===== config.mk =====
export PLATFORM = sky130hd
export DESIGN_NAME = pipe_reg_ex_wb_multi
export DESIGN_NICKNAME = d
export VERILOG_FILES = /design/src/rtl/pipe_reg_ex_wb_multi.sv
export SDC_FILE = /design/constraint.sdc
export NUM_CORES = 1
export LEC_CHECK = 0
export CAP_MARGIN = 20
export CORE_ASPECT_RATIO = 2
export CORE_MARGIN = 2
export CORE_UTILIZATION = 35
export CTS_BUF_LIST = sky130_fd_sc_hd__clkbuf_16
export CTS_CLUSTER_DIAMETER = 120
export CTS_CLUSTER_SIZE = 10
export DETAILED_ROUTE_END_ITERATION = 10
export GPL_TIMING_DRIVEN = 1
export PLACE_DENSITY = 0.82
export SETUP_SLACK_MARGIN = 0.15
export SYNTH_ARGS = -nofsm -noshare
export SYNTH_HDL_FRONTEND = slang
export SYNTH_SLANG_ARGS = --single-unit

===== constraint.sdc =====
create_clock -name clock -period 2.4 [get_ports clock]
set_input_delay 0.48 -clock clock [delete_from_list [all_inputs] [get_ports clock]]
set_output_delay 0.48 -clock clock [all_outputs]
set_load 0.005 [all_outputs]

===== src/rtl/pipe_reg_ex_wb_multi.sv =====
// EX->WB pipeline register: LANES parallel write-back channels delayed by DEPTH stages,
// with flush/stall control, a youngest-write forwarding lookup and an occupancy count.
module pipe_reg_ex_wb_multi #(
   parameter int LANES  = 2,
   parameter int DATA_W = 16,
   parameter int ADRS_W = 4,
   parameter int DEPTH  = 1
) (
   input  logic                             clock,
   input  logic                             reset_n,
   input  logic                             stall,
   input  logic                             flush,
   input  logic [LANES-1:0]                 in_wr_en,
   input  logic [LANES*ADRS_W-1:0]          in_dst,
   input  logic [LANES*DATA_W-1:0]          in_data,
   output logic [LANES-1:0]                 out_wr_en,
   output logic [LANES*ADRS_W-1:0]          out_dst,
   output logic [LANES*DATA_W-1:0]          out_data,
   input  logic [ADRS_W-1:0]                fwd_src,
   output logic                             fwd_hit,
   output logic [DATA_W-1:0]                fwd_data,
   output logic [$clog2(LANES*DEPTH+1)-1:0] occupancy
);

   localparam int OCC_W = $clog2(LANES*DEPTH+1);

   if (LANES < 1 || DEPTH < 1 || DEPTH > 4 || DATA_W < 1 || ADRS_W < 1) begin : g_param_check
      $fatal(1, "pipe_reg_ex_wb_multi: illegal parameter combination");
   end

   // Stage 0 is the youngest entry, stage DEPTH-1 drives the register-file write port.
   logic [DEPTH-1:0][LANES-1:0]        stg_wr_en;
   logic [DEPTH-1:0][LANES*ADRS_W-1:0] stg_dst;
   logic [DEPTH-1:0][LANES*DATA_W-1:0] stg_data;

   logic [LANES*ADRS_W-1:0] cap_dst;
   logic [LANES*DATA_W-1:0] cap_data;

   // Disabled lanes are captured as canonical bubbles so stale dst/data never travel down the pipe.
   always_comb begin
      cap_dst  = '0;
      cap_data = '0;
      for (int l = 0; l < LANES; l++) begin
         if (in_wr_en[l]) begin
            cap_dst[l*ADRS_W +: ADRS_W]  = in_dst[l*ADRS_W +: ADRS_W];
            cap_data[l*DATA_W +: DATA_W] = in_data[l*DATA_W +: DATA_W];
         end
      end
   end

   // Stage registers: reset and flush clear everything, stall holds, otherwise shift by one.
   always_ff @(posedge clock or negedge reset_n) begin
      if (!reset_n) begin
         stg_wr_en <= '0;
         stg_dst   <= '0;
         stg_data  <= '0;
      end else if (flush) begin
         stg_wr_en <= '0;
         stg_dst   <= '0;
         stg_data  <= '0;
      end else if (!stall) begin
         stg_wr_en[0] <= in_wr_en;
         stg_dst[0]   <= cap_dst;
         stg_data[0]  <= cap_data;
         for (int s = 1; s < DEPTH; s++) begin
            stg_wr_en[s] <= stg_wr_en[s-1];
            stg_dst[s]   <= stg_dst[s-1];
            stg_data[s]  <= stg_data[s-1];
         end
      end
   end

   assign out_wr_en = stg_wr_en[DEPTH-1];
   assign out_dst   = stg_dst[DEPTH-1];
   assign out_data  = stg_data[DEPTH-1];

   // Forwarding: scan oldest to youngest and low to high lane so the last match written is the youngest write.
   always_comb begin
      fwd_hit  = 1'b0;
      fwd_data = '0;
      for (int s = DEPTH-1; s >= 0; s--) begin
         for (int l = 0; l < LANES; l++) begin
            if (stg_wr_en[s][l] && (stg_dst[s][l*ADRS_W +: ADRS_W] == fwd_src)) begin
               fwd_hit  = 1'b1;
               fwd_data = stg_data[s][l*DATA_W +: DATA_W];
            end
         end
      end
   end

   // Occupancy is the number of valid writes currently held across all stages.
   always_comb begin
      occupancy = '0;
      for (int s = 0; s < DEPTH; s++) begin
         for (int l = 0; l < LANES; l++) begin
            occupancy = occupancy + OCC_W'(stg_wr_en[s][l]);
         end
      end
   end

endmodule


==> flow_summary_export.csv, run 1 <==
group,metric,value,unit
yosys,yosys_most_used_dff,"dfrtp_1",
place,hpwlAfterDp,4750,um
power_and_ir_drop,finalPower,0.00168,W
drt,route.met2.wl,3740,um
min_path,hold_class,"in -> async",
timing,setup_violations,9,
clock_tree,root_buffer,"clkbuf_16",
yosys,syn_avg_cell_area,11.6,sq um
setup_path,endpoint,"fwd_data[11]",
setup_path,r2r_end,"out_dst[1]$_DFFE_PN0P_",
global_routing,grt_pass1_wl,9730,um
final_layout,final_common_cell,"clkdlybuf4s50_1",
timing,tns,-0.202,ns
yosys,syn_inst,166,
clock_tree,cts-hold-fix-buffers,0,
final_layout,area_growth,79.4,%
final_layout,fin_nets,350,
timing,fin_ws,-0.0608,ns
timing,skew,0,ns
power_and_ir_drop,p_leak,1.55,nW
setup_path,r2r_cells,2,
yosys,ys_top_cells_by_area,"dfrtp_1 (55%), a22o_1 (18%), a31o_1 (4.5%), nor3_1 (4.2%), inv_1 (3.7%)",
place,placed_area,0.00319,sq mm
setup_path,cp_data_required_time,1.92,ns
final_layout,fillers,432,
power_and_ir_drop,ir_drop,0.524,mV
run_status,violations,"setup timing",
place,dpl_worst_slack,-0.610,ns
yosys,synth_edf_count,0,
final_layout,layout-drive-gt1-share,24.7,%
setup_path,worstPathMaxFanout,3,
floorplanning,io_pins,111,
drt,dr_wl_met3,301,um
setup_path,worstSetupPathType,"reg -> out",
timing,period_share,103,%
setup_path,r2r_start,"out_dst[1]$_DFFE_PN0P_",
yosys,syn_nets,217,
timing,rsz0062_at_grt,"true",
timing,worst_pin_slew,0.323,ns
run,cap_viol_max_count,0,
floorplanning,start_util,35.9,%
yosys,synth_top_area_share,54.5,%
yosys,async_reset_ff_share,100,%
floorplanning,die_area,0.00615,sq mm
drt,wl_met1,2200,um
clock_tree,cts_buffers,5,
clock_tree,h-tree-depth,2,
drt,drc,0,
final_layout,mostFrequentLayoutCells,"clkdlybuf4s50_1 (88), dfrtp_1 (42), a22o_1 (40)",
global_routing,overflow,0,
timing,max-slew-margin-rel,78.3,%
clock_tree,clk_latency,0.27,ns
drt,drt_iter0_drc,67,
final_layout,multi_input_area,800,sq um
setup_path,worstSetupEndpointType,"primary output",
timing,timing.fmax,406,MHz
clock_tree,cts_buffer_depth,2,
drt,num_vias,1943,
drt,first_pass_iters,6,
final_layout,seq_area,0.00105,sq mm
run_status,outcome,"finished with violations",
drt,ant_nets,0,
setup_path,startpoint_type,"flop",
place,place_congestion,0.787,
global_routing,grt_max_degree,43,
yosys,seq_area_frac_synth,54.5,%
yosys,synth_cell_types,24,
final_layout,diodes,0,
setup_path,worstPathArrival,1.98,ns
power_and_ir_drop,powerDensity,486,mW/mm^2
drt,avgViaCountPerCell,5.40,
global_routing,antenna_found_initial,0,
final_layout,final_area,0.00346,sq mm
floorplanning,die_w,56.5,um
drt,highest_layer,"met4",
yosys,yosysTopAreaCell,"dfrtp_1",
place,portBuffers,110,
global_routing,grt_pass1_vias,2017,
timing,hold_viol,0,
timing,slew_viol_final,0,
yosys,syn_area,0.00193,sq mm
global_routing,grt.total_usage,20.5,%
clock_tree,cts_tree,"built",
drt,wire_per_inst,18.0,um
yosys,yosysWarnings,0,
clock_tree,clk_pin_slew,0.06,ns
final_layout,fin_util,64.3,%
timing,period_minus_slack,2.46,ns
clock_tree,clock-sinks,42,
floorplanning,die_h,109,um
drt,wl,6470,um
floorplanning,core,0.00537,sq mm
floorplanning,rows,38,
setup_path,r2r_slack,1.53,ns
yosys,ys_ff_latch,42,
setup_path,critical_path.startpoint,"out_dst[1]$_DFFE_PN0P_",
-- stage by stage --
stage                     std cells  hold slack (ns)
after floorplan                 166            0.184
after detailed placement        338            0.482
after global placement          338            0.474
after CTS                       359            0.188
final                           360            0.181
after global routing            360            0.209
-- layout make-up --
| cell class | count | share of cell area [%] |
|---|---|---|
| Tap cell | 60 | 2.17 |
| Timing Repair Buffer | 140 | 38.1 |
| Inverter | 19 | 2.06 |
| Multi-Input combinational cell | 91 | 23.1 |
| Clock buffer | 5 | 3.62 |
| Clock inverter | 3 | 0.471 |
| Sequential cell | 42 | 30.4 |
-- Yosys cell counts, drive strengths merged (2+ instances only) --
cell and number:
a21o 2, a22o 40, a31o 16, buf 4, clkbuf 10, dfrtp 42
inv 19, nor3 16, nor3b 2, xnor2 4
-- cells by family after synthesis --
group,count (synthesis),synth area share [%]
XOR/XNOR,5,2.27
AO/OA/AOI/OAI,62,27.7
AND/OR/NAND/NOR,23,7.53
adder cells (fa/ha/maj),1,0.649
buffers and inverters,33,7.27
flip-flops,42,54.5
-- worst max-delay path, stage by stage, from the launching register on --
cell	delay, ns
dfrtp_1	0.40
a222oi_1	0.35
nor4b_4	0.33
buf_4	0.19
buf_6	0.09
buf_6	0.09
a31o_1	0.14
buf_2	0.11
-- power breakdown --
part	switching (W)	internal [W]	leakage, nW
clock network	0.000260	0.000379	0.0672
registers	0.0000251	0.000735	0.572
logic	0.000105	0.000175	0.911
-- worst min-delay path by stage --
stage	start	endpoint	slack, ns
2_1_floorplan	reset_n	out_data[0]$_DFFE_PN0P_	0.18
3_5_place_dp	reset_n	out_data[19]$_DFFE_PN0P_	0.48
5_1_grt	reset_n	out_dst[7]$_DFFE_PN0P_	0.21
3_3_place_gp	reset_n	out_data[17]$_DFFE_PN0P_	0.47
4_1_cts	reset_n	out_dst[2]$_DFFE_PN0P_	0.19
6_report	reset_n	out_dst[5]$_DFFE_PN0P_	0.18
-- routing by layer --
layer  up-vias  track usage [%]
met5         -                0
li1        883                -
met3        14             2.37
met4         0             10.2
met2        84             40.0
met1       962             20.7
-- flip-flops by register name, indices dropped and copies added, names as in the netlist --
| name | cells |
|---|---|
| out_data | 32 |
| out_dst | 8 |
| out_wr_en | 2 |
-- timing repair --
item,in CTS,in global routing
resized for setup,92,3
hold endpoints to repair,0,0
pin swaps,16,1
endpoints found under the setup margin,17,17
gates cloned,2,0
buffers inserted,11,1
No activity file was read; power rests on OpenSTA's default activity.
==> run 2, diff against run 1 <==
==> constraint.sdc (replaced) <==
create_clock -name clock -period 2.4 [get_ports clock]
set_input_delay 0.24 -clock clock [delete_from_list [all_inputs] [get_ports clock]]
set_output_delay 0.24 -clock clock [all_outputs]
set_load 0.005 [all_outputs]
==> run 2 against run 1 <==
Compared with the run above:
- the flow now finishes without violations
- non-clock buffer count is 4 lower
- global-route usage hardly changed
- routed wire length is 1.9% higher
- sequential cell count stayed put
- sequential share of layout area hardly changed
- largest cell class unchanged
- largest power group unchanged
- highest routed layer unchanged
==> flow_summary_export.csv, run 2 (synthesis gave the netlist of run 1 again) <==
group,metric,value,unit
clock_tree,h-tree-depth,2,
timing,whs,0.104,ns
final_layout,layout-drive-gt1-share,21.3,%
power_and_ir_drop,p_leak,1.55,nW
floorplanning,io_pins,111,
setup_path,critical_path.startpoint,"out_dst[0]$_DFFE_PN0P_",
global_routing,grt_max_degree,43,
global_routing,overflow,0,
floorplanning,rows,38,
timing,period_minus_slack,2.30,ns
setup_path,r2r_cells,2,
drt,num_vias,1921,
timing,rsz0062_at_grt,"true",
setup_path,worstSetupEndpointType,"primary output",
run_status,outcome,"finished, final reports clean",
timing,worst_pin_slew,0.932,ns
timing,timing.fmax,436,MHz
clock_tree,clock-sinks,42,
global_routing,antenna_found_initial,0,
timing,max-slew-margin-rel,37.9,%
floorplanning,die_h,109,um
final_layout,largest_reg_flops,32,
clock_tree,cts_buffers,5,
floorplanning,start_util,35.9,%
final_layout,diodes,0,
final_layout,fin_util,64.3,%
floorplanning,die_area,0.00615,sq mm
drt,drc,0,
min_path,hold_class,"in -> async",
place,placed_area,0.00315,sq mm
clock_tree,clk_pin_slew,0.06,ns
setup_path,crit_path_frequent_cell,"buf_6",
setup_path,critPathMaxStageDelay,0.36,ns
place,place_inst,333,
final_layout,area_growth,79.3,%
place,hpwlAfterDp,4500,um
setup_path,cp_data_required_time,2.16,ns
global_routing,grt.total_usage,20.6,%
clock_tree,clk_latency,0.27,ns
setup_path,crit_path_cell_trace,"inv_2 -> a222oi_1 -> nor4b_4 -> buf_4 -> buf_6 -> buf_6 -> buf_6 -> a31o_1 -> buf_2",
setup_path,cp_slowest_cell,"dfrtp_1",
drt,drt_iter0_drc,88,
drt,wire_per_inst,18.5,um
setup_path,startpoint_type,"flop",
place,portBuffers,110,
timing,setup_violations,0,
power_and_ir_drop,powerDensity,478,mW/mm^2
setup_path,critical-path-top-delay-family,"buffers and inverters",
global_routing,grt_pass1_wl,9670,um
final_layout,finalNonFillerCells,356,
setup_path,worstSetupPathType,"reg -> out",
floorplanning,core,0.00537,sq mm
floorplanning,die_w,56.5,um
drt,ant_nets,0,
setup_path,worstPathArrival,2.06,ns
place,place_congestion,0.794,
clock_tree,cts_buffer_depth,2,
global_routing,grt_pass1_vias,1951,
timing,slew_viol_final,0,
drt,wl,6590,um
timing,period_share,95.7,%
setup_path,r2r_slack,1.53,ns
setup_path,r2r_start,"out_dst[1]$_DFFE_PN0P_",
final_layout,final_common_cell,"clkdlybuf4s50_1",
setup_path,path_buf_inv,6,
run,cap_viol_max_count,0,
setup_path,cp_num_cells,9,
clock_tree,root_buffer,"clkbuf_16",
final_layout,mostFrequentLayoutCells,"clkdlybuf4s50_1 (89), dfrtp_1 (42), a22o_1 (40)",
final_layout,fin_nets,346,
setup_path,worstPathMaxFanout,4,
power_and_ir_drop,ir_drop,0.545,mV
timing,skew,0,ns
timing,hold_viol,0,
drt,avgViaCountPerCell,5.40,
clock_tree,cts_tree,"built",
drt,first_pass_iters,4,
final_layout,final_area,0.00345,sq mm
run 2: per-stage QoR:
step | setup WS [ns] | setup TNS (ns) | power [W]
floorplan | 0.718 | 0 | 0.000842
global placement | -0.0817 | -1.13 | 0.00103
detailed placement | -0.139 | -2.00 | 0.00104
CTS | 0.0451 | 0 | 0.00167
global route | -0.0438 | -0.0438 | 0.00172
finish | 0.104 | 0 | 0.00165
run 2: worst register-to-register path, stage by stage, from the launching register on:
cell and delay [ns]:
dfrtp_1 0.41, buf_4 0.16, a22o_1 0.20
run 2: worst paths after layout:
kind	end
max	fwd_data[10]
min	out_data[17]$_DFFE_PN0P_
max reg2reg	out_dst[1]$_DFFE_PN0P_
min reg2reg	out_data[25]$_DFFE_PN0P_
max in group asynchronous	out_dst[4]$_DFFE_PN0P_
min in group clock	out_data[25]$_DFFE_PN0P_
run 2: power breakdown:
part           switching [W]  internal [W]  total, W  leakage, nW
registers          0.0000255      0.000736  0.000761        0.572
clock network       0.000243      0.000375  0.000619       0.0724
logic               0.000104      0.000168  0.000272        0.904
total               0.000373       0.00128   0.00165         1.55
run 2: cell type report:
type	count	area, sq um
fillers	419	1920
multi-input cells	91	813
clock inverters	3	12.5
inverters	19	71.3
repair buffers	136	1310
flip-flops and latches	42	1050
well taps	60	75.1
clock buffers	5	125
run 2: what timing repair did:
action,in CTS,in global routing
gates cloned,1,0
pin swaps,4,11
setup endpoints to repair,17,16
setup buffers,11,3
gates resized for setup,66,25
hold buffers,0,0
run 2: routing by layer:
layer	global-route usage, %	share of wire, %
met1	22.7	36
met2	38.0	56
met3	2.37	4.6
met4	10.2	2.9
met5	0	0
